[src/rtl/ui_pkg.sv]
// Shared user-interface definitions: key FSM state encoding and timing helpers
// common to the debouncer and the button event decoder.
package ui_pkg;

  localparam int DEFAULT_CLOCK_FREQ    = 50_000_000;
  localparam int DEFAULT_LONG_PRESS_MS = 1000;
  localparam int DEFAULT_REPEAT_MS     = 200;

  typedef enum logic [1:0] {
    WAIT_REL,
    IDLE,
    PRESSED,
    LONG
  } key_state_t;

  // 64-bit intermediate so 50 MHz * 1000 ms does not overflow.
  function automatic int ms_to_cycles(input longint freq, input longint ms);
    return int'((freq * ms) / 64'sd1000);
  endfunction

endpackage

[src/rtl/button_event.sv]
// Turns a debounced key level into press/release/long-press/auto-repeat pulses
// and a held flag for the time-set logic.
module button_event
  import ui_pkg::*;
#(
  parameter int   CLOCK_FREQ    = DEFAULT_CLOCK_FREQ,
  parameter int   LONG_PRESS_MS = DEFAULT_LONG_PRESS_MS,
  parameter int   REPEAT_MS     = DEFAULT_REPEAT_MS,
  parameter logic PRESS_LEVEL   = 1'b0,
  parameter int   ENABLE_REPEAT = 1
) (
  input  logic clk,
  input  logic rst_n,
  input  logic btn_level,
  output logic press_tick,
  output logic release_tick,
  output logic long_tick,
  output logic repeat_tick,
  output logic key_event,
  output logic held
);

  localparam int LONG_CYCLES   = ms_to_cycles(longint'(CLOCK_FREQ), longint'(LONG_PRESS_MS));
  localparam int REPEAT_CYCLES = ms_to_cycles(longint'(CLOCK_FREQ), longint'(REPEAT_MS));
  localparam int MAX_CYCLES    = (LONG_CYCLES > REPEAT_CYCLES) ? LONG_CYCLES : REPEAT_CYCLES;
  localparam int CNT_W         = $clog2(MAX_CYCLES);

  localparam logic [CNT_W-1:0] LONG_LAST   = CNT_W'(LONG_CYCLES - 1);
  localparam logic [CNT_W-1:0] REPEAT_LAST = CNT_W'(REPEAT_CYCLES - 1);

  if (LONG_CYCLES < 2 || REPEAT_CYCLES < 2) begin : g_bad_timing
    $error("button_event: LONG_CYCLES and REPEAT_CYCLES must both be >= 2");
  end

  key_state_t       state;
  logic [CNT_W-1:0] cnt;
  logic             pressed;

  assign pressed = (btn_level == PRESS_LEVEL);

  // Release is tested before any threshold so it always wins a tie.
  always_ff @(posedge clk or negedge rst_n) begin
    if (!rst_n) begin
      state        <= WAIT_REL;
      cnt          <= '0;
      press_tick   <= 1'b0;
      release_tick <= 1'b0;
      long_tick    <= 1'b0;
      repeat_tick  <= 1'b0;
      key_event    <= 1'b0;
      held         <= 1'b0;
    end else begin
      press_tick   <= 1'b0;
      release_tick <= 1'b0;
      long_tick    <= 1'b0;
      repeat_tick  <= 1'b0;
      key_event    <= 1'b0;
      case (state)
        WAIT_REL: begin
          held <= 1'b0;
          cnt  <= '0;
          if (!pressed) begin
            state <= IDLE;
          end
        end
        IDLE: begin
          cnt <= '0;
          if (pressed) begin
            state      <= PRESSED;
            press_tick <= 1'b1;
            key_event  <= 1'b1;
            held       <= 1'b1;
          end else begin
            held <= 1'b0;
          end
        end
        PRESSED: begin
          if (!pressed) begin
            state        <= IDLE;
            cnt          <= '0;
            release_tick <= 1'b1;
            held         <= 1'b0;
          end else if (cnt == LONG_LAST) begin
            state     <= LONG;
            cnt       <= '0;
            long_tick <= 1'b1;
          end else begin
            cnt <= cnt + 1'b1;
          end
        end
        LONG: begin
          if (!pressed) begin
            state        <= IDLE;
            cnt          <= '0;
            release_tick <= 1'b1;
            held         <= 1'b0;
          end else if (ENABLE_REPEAT == 0) begin
            cnt <= '0;
          end else if (cnt == REPEAT_LAST) begin
            cnt         <= '0;
            repeat_tick <= 1'b1;
            key_event   <= 1'b1;
          end else begin
            cnt <= cnt + 1'b1;
          end
        end
        default: begin
          state <= WAIT_REL;
          cnt   <= '0;
          held  <= 1'b0;
        end
      endcase
    end
  end

endmodule
[config.mk]
export PLATFORM = sky130hd
export DESIGN_NAME = button_event
export DESIGN_NICKNAME = d
export VERILOG_FILES = /design/src/rtl/ui_pkg.sv /design/src/rtl/button_event.sv
export SDC_FILE = /design/constraint.sdc
export NUM_CORES = 1
export LEC_CHECK = 0
export CAP_MARGIN = 20
export CORE_UTILIZATION = 59
export DETAILED_ROUTE_END_ITERATION = 16
export PLACE_DENSITY_LB_ADDON = 0.25
export RECOVER_POWER = 25
export SKIP_CTS_REPAIR_TIMING = 1
export SYNTH_ARGS = -nofsm -noshare
export SYNTH_HDL_FRONTEND = slang
export SYNTH_SLANG_ARGS = --single-unit
[constraint.sdc]
create_clock -name clk -period 2.6 [get_ports clk]
set_input_delay 0.65 -clock clk [delete_from_list [all_inputs] [get_ports clk]]
set_output_delay 0.65 -clock clk [all_outputs]
set_load 0.02 [all_outputs]
-- Yosys cells after proc, flatten, opt, wreduce, memory -nomap -nowiden
Cells that the tools add are included.
- flip-flop bits (word level): 34
- logic and storage cells: 46
- equality and inequality tests: 9
- reductions and logical operators: 5
- $add $sub $neg: 1
- muxes and demuxes: 23
- operators by type and width (operator ; number):
    2-to-1 mux 26 bit ; 4
    one-hot mux 26 bit (3 select lines) ; 1
    adder 26 x 1 -> 26 bit (second input constant) ; 1
    equality test 26 x 24 -> 1 bit (second input constant) ; 1
    equality test 26 bit (second input constant) ; 1
    2-to-1 mux 1 bit ; 11
    2-to-1 mux 2 bit ; 4
    one-hot mux 2 bit (3 select lines) ; 1
    OR reduction 2 bit ; 3
    equality test 2 bit (second input constant) ; 2
    != test 2 x 1 -> 1 bit (second input constant) ; 2
    != test 3 bit (second input constant) ; 1
    one-hot mux 1 bit (3 select lines) ; 1
    AND reduction 3 bit ; 1
    equality test 2 x 1 -> 1 bit (second input constant) ; 1
    zero test 2 bit ; 1
    != test 2 bit (second input constant) ; 1
    one-hot mux 1 bit (2 select lines) ; 1

-- Depth between registers and ports, before layout
- depth after elaboration: 4
- gate-level depth with buffers: 7
- gate-level depth less buffers: 6

-- Worst setup path after synthesis
Ideal clock, no wire load.
- kind: flip-flop to flip-flop
- start point: reg cnt[0]
- end point: reg cnt[22]
- arrival time: 1.889 ns
- clock period less this slack: 1.972 ns
- setup slack: 0.628 ns
- buffers on the path: 1
- cell stages (with the launch flop): 7
- path through: dfrtp_1 > ha_1 > nand3_1 > or4_4 > buf_6 > or3_1 > a22oi_2
- cells in the longest elaborated chain, start to end: 4
- elaborated cells on any way between the ends: 8
- those cells by class: add/sub: 1; eq/ne: 2; mux: 5
- ends and longest elaborated chain (element ; RTL line ; RTL):
    start: declaration ; button_event.sv:36 ; logic [CNT_W-1:0] cnt;
    start signal: assignment ; button_event.sv:88 ; cnt <= cnt + 1'b1;
    start signal: assignment ; button_event.sv:104 ; cnt <= cnt + 1'b1;
    adder 26 x 1 -> 26 bit, or another cell as far along ; button_event.sv:88, button_event.sv:104 ;
    2-to-1 mux 26 bit (on tied branches) ; button_event.sv:99, button_event.sv:83 ;
    2-to-1 mux 26 bit (on tied branches) ; button_event.sv:92, button_event.sv:78 ;
    one-hot mux 26 bit (3 select lines) (*) ; button_event.sv:58 ; case (state)
Every way passes the cells marked *; elsewhere a longest branch is shown, timed or not.
A chain may end at the register's enable or synchronous reset.

-- Final worst setup path
- start point: reg cnt[17]
- end point: reg cnt[23]
Same word-level chain as after synthesis.

==> impl_metrics.env <==
export IMPL_wl_met3_um=180
export IMPL_fmax_mhz=420
export IMPL_power_leakage_uw=0.000802
export IMPL_port_buffers=8
export IMPL_synth_cell_type_count=44
export IMPL_power_total_uw=1360
export IMPL_drt_met1_wl_mm=1.61
export IMPL_r2r_start="cnt[17]"
export IMPL_std_cell_rows=20
export IMPL_power_density_mw_per_mm2=644
export IMPL_die_w_um=59.0
export IMPL_seq_area_um2=851
export IMPL_antenna_found_initial=0
export IMPL_core_area_mm2=0.00308
export IMPL_nets=205
export IMPL_cp_end_kind="flop"
export IMPL_overflow=0
export IMPL_first_pass_iters=4
export IMPL_yosysTopAreaCell="dfrtp_1"
export IMPL_die_area_mm2=0.00348
export IMPL_synthTopCellsByCount="dfrtp_1, a21oi_1, o21ai_0"
export IMPL_power_switching_uw=437
export IMPL_syn_area_per_cell_um2=10.4
export IMPL_synthCells=185
export IMPL_synthFlopType="dfrtp_1"
export IMPL_synth_area_leaders="dfrtp_1, a21oi_1, xnor2_1"
export IMPL_yosys_warnings=0
export IMPL_grt_start_max_net_pins=35
export IMPL_htreeDepth=2
export IMPL_startpoint_type="flop"
export IMPL_io_pins=9
export IMPL_vias_per_cell=6.19
export IMPL_final_setup_skew_ns=0.00728
export IMPL_syn_area_mm2=0.00192
export IMPL_crit_start="cnt[17]"
export IMPL_clock_root_buffer="clkbuf_4"
export IMPL_worst_slew_pin_slew_ns=0.827
export IMPL_hold_class="reg2reg"
export IMPL_multi_input_area_um2=965
export IMPL_grt_pass1_vias=1450
export IMPL_drc=0
export IMPL_min_from="cnt[0]"
export IMPL_start_util_pct=62.2
export IMPL_crit_type="reg2reg"
export IMPL_p_sw_share_pct=32.2
export IMPL_yosysMostFrequentCell="dfrtp_1"
export IMPL_routedWlPerCell_um=15.8
export IMPL_grt_pass1_wl_mm=6.69
export IMPL_cap_violations=0
export IMPL_seq_area_frac_synth_pct=44.4
export IMPL_ant_nets=0
export IMPL_cts_buffer_depth=2
export IMPL_syn_nets=193
export IMPL_fillCellCount=252
export IMPL_clock_latency_ns=0.34
export IMPL_max_slew_margin_pct=44.8
export IMPL_drive_gt1_share_pct=14.1
export IMPL_routabilityCongestion=0.782
export IMPL_routed_top_layer="met4"
export IMPL_die_height_um=59.0
export IMPL_p_clk_share_pct=26.6
export IMPL_finalMaxSlewViolations=0
export IMPL_cp_max_fo=21
export IMPL_cts_tree="built"
export IMPL_routed_wl_mm=3.83
export IMPL_syn_to_final_growth_pct=9.99
export IMPL_hold_viol=0
export IMPL_critPathRequiredTime_ns=2.82
export IMPL_dr_wl_met2_mm=1.97
export IMPL_diodes=0
export IMPL_fin_crit_sh_pct=91.7
export IMPL_hpwl_mm=2.73
export IMPL_rsz0062_at_grt="no"
export IMPL_groute_usage_overall_pct=26.3
export IMPL_drt_iter0_markers=103
export IMPL_synth_edf_count=0
export IMPL_setup_tns_ns=0
export IMPL_internal_power_uw=920
export IMPL_pwr_share_comb_pct=27.6
export IMPL_cts_sinks=34
export IMPL_num_vias=1499
export IMPL_numCtsBuffers=5
export IMPL_ir_worst_vdd_v=0.000333
export IMPL_yosysTopAreaCellShare_pct=44.4
export IMPL_final_setup_viol_count=0
export IMPL_seqPwrFrac_pct=45.7
export IMPL_ys_async_sr_fraction_pct=100
export IMPL_status="finished, final reports clean"
export IMPL_synth_seq_cells=34
export IMPL_fin_crit_ns=2.38
export IMPL_arrival_ns=2.60
export IMPL_path_clk_slew_ns=0.10
==> cell type report <==
type | count | share of cell area (%)
Sequential cell | 34 | 40.4
Clock buffer | 8 | 3.74
Tap cell | 44 | 2.61
Timing Repair Buffer | 14 | 6.41
Multi-Input combinational cell | 136 | 45.8
Inverter | 6 | 1.07
==> critical path: stages (launching register included) <==
cell     delay, ns
dfrtp_1       0.45
or4b_1        0.56
nor4_1        0.42
a31o_2        0.50
buf_4         0.22
a22oi_1       0.09
==> per-stage QoR <==
step / utilization, % / setup slack (ns) / instance area (um2) / cells / hold WS, ns
6_report: 68.5 / 0.217 / 2110 / 242 / 0.546
5_1_grt: 68.5 / 0.143 / 2110 / 242 / 0.573
4_1_cts: 68.5 / 0.250 / 2110 / 242 / 0.547
3_5_place_dp: 66.0 / 0.275 / 2030 / 234 / 0.533
3_3_place_gp: 66.0 / 0.353 / 2030 / 234 / 0.484
2_1_floorplan: - / 0.628 / 1920 / 185 / 0.354
==> flip-flops by register name, summed over array words and instances, names as in the netlist <==
| signal | cells |
|---|---|
| cnt | 26 |
| held | 1 |
| key_event | 1 |
| long_tick | 1 |
| press_tick | 1 |
| release_tick | 1 |
| repeat_tick | 1 |
| state | 2 |
==> layout by cell type (no fill, tap or decap), drive strengths merged, types with 2 or more instances in the layout <==
cell,count
or3,10
dfrtp,34
nand3,11
and3,3
clkdlybuf4s50,7
nand2b,3
buf,5
or4b,2
nor3,3
or4,3
nand4,6
inv,6
nand4b,2
nand3b,2
a21oi,16
nor4,7
o31ai,2
a21boi,2
xor2,5
and4,3
a22oi,10
xnor2,8
ha,5
nor2,5
nand2,7
clkbuf,9
o21ai,11
==> metal layers <==
metal | up-vias | track usage, %
met2 | 35 | 43.3
li1 | 714 | -
met5 | - | 0
met1 | 743 | 32.9
met3 | 7 | 8.73
met4 | 0 | 8.16
==> power by group through the flow <==
stage          sequential (uW)  combinational, uW  clock, uW
2_1_floorplan              645                253          0
3_3_place_gp               626                359          0
3_5_place_dp               632                378          0
4_1_cts                    621                380        365
5_1_grt                    626                416        399
6_report                   621                375        362
==> final timing paths <==
kind,slack [ns],cells after the start,to
worst max-delay path,0.22,5,cnt[23]
worst min-delay path,0.55,1,cnt[0]
worst max register to register,0.22,5,cnt[23]
worst min register to register,0.55,1,cnt[0]
max in group asynchronous,1.15,2,cnt[3]
min in group asynchronous,0.92,2,state[1]
==> cells by family (layout without fill, tap and decap cells) <==
group | Yosys count | in the layout | share of synthesized area, %
adder cells (fa/ha/maj) | 5 | 5 | 3.27
flip-flops | 34 | 34 | 44.4
AND/OR/NAND/NOR | 69 | 69 | 23.6
multiplexers | 1 | 1 | 0.523
AO/OA/AOI/OAI | 48 | 48 | 17.0
XOR/XNOR | 13 | 13 | 5.94
buffers and inverters | 15 | 28 | 5.23
Note: power is estimated with default switching activity, not from simulation.
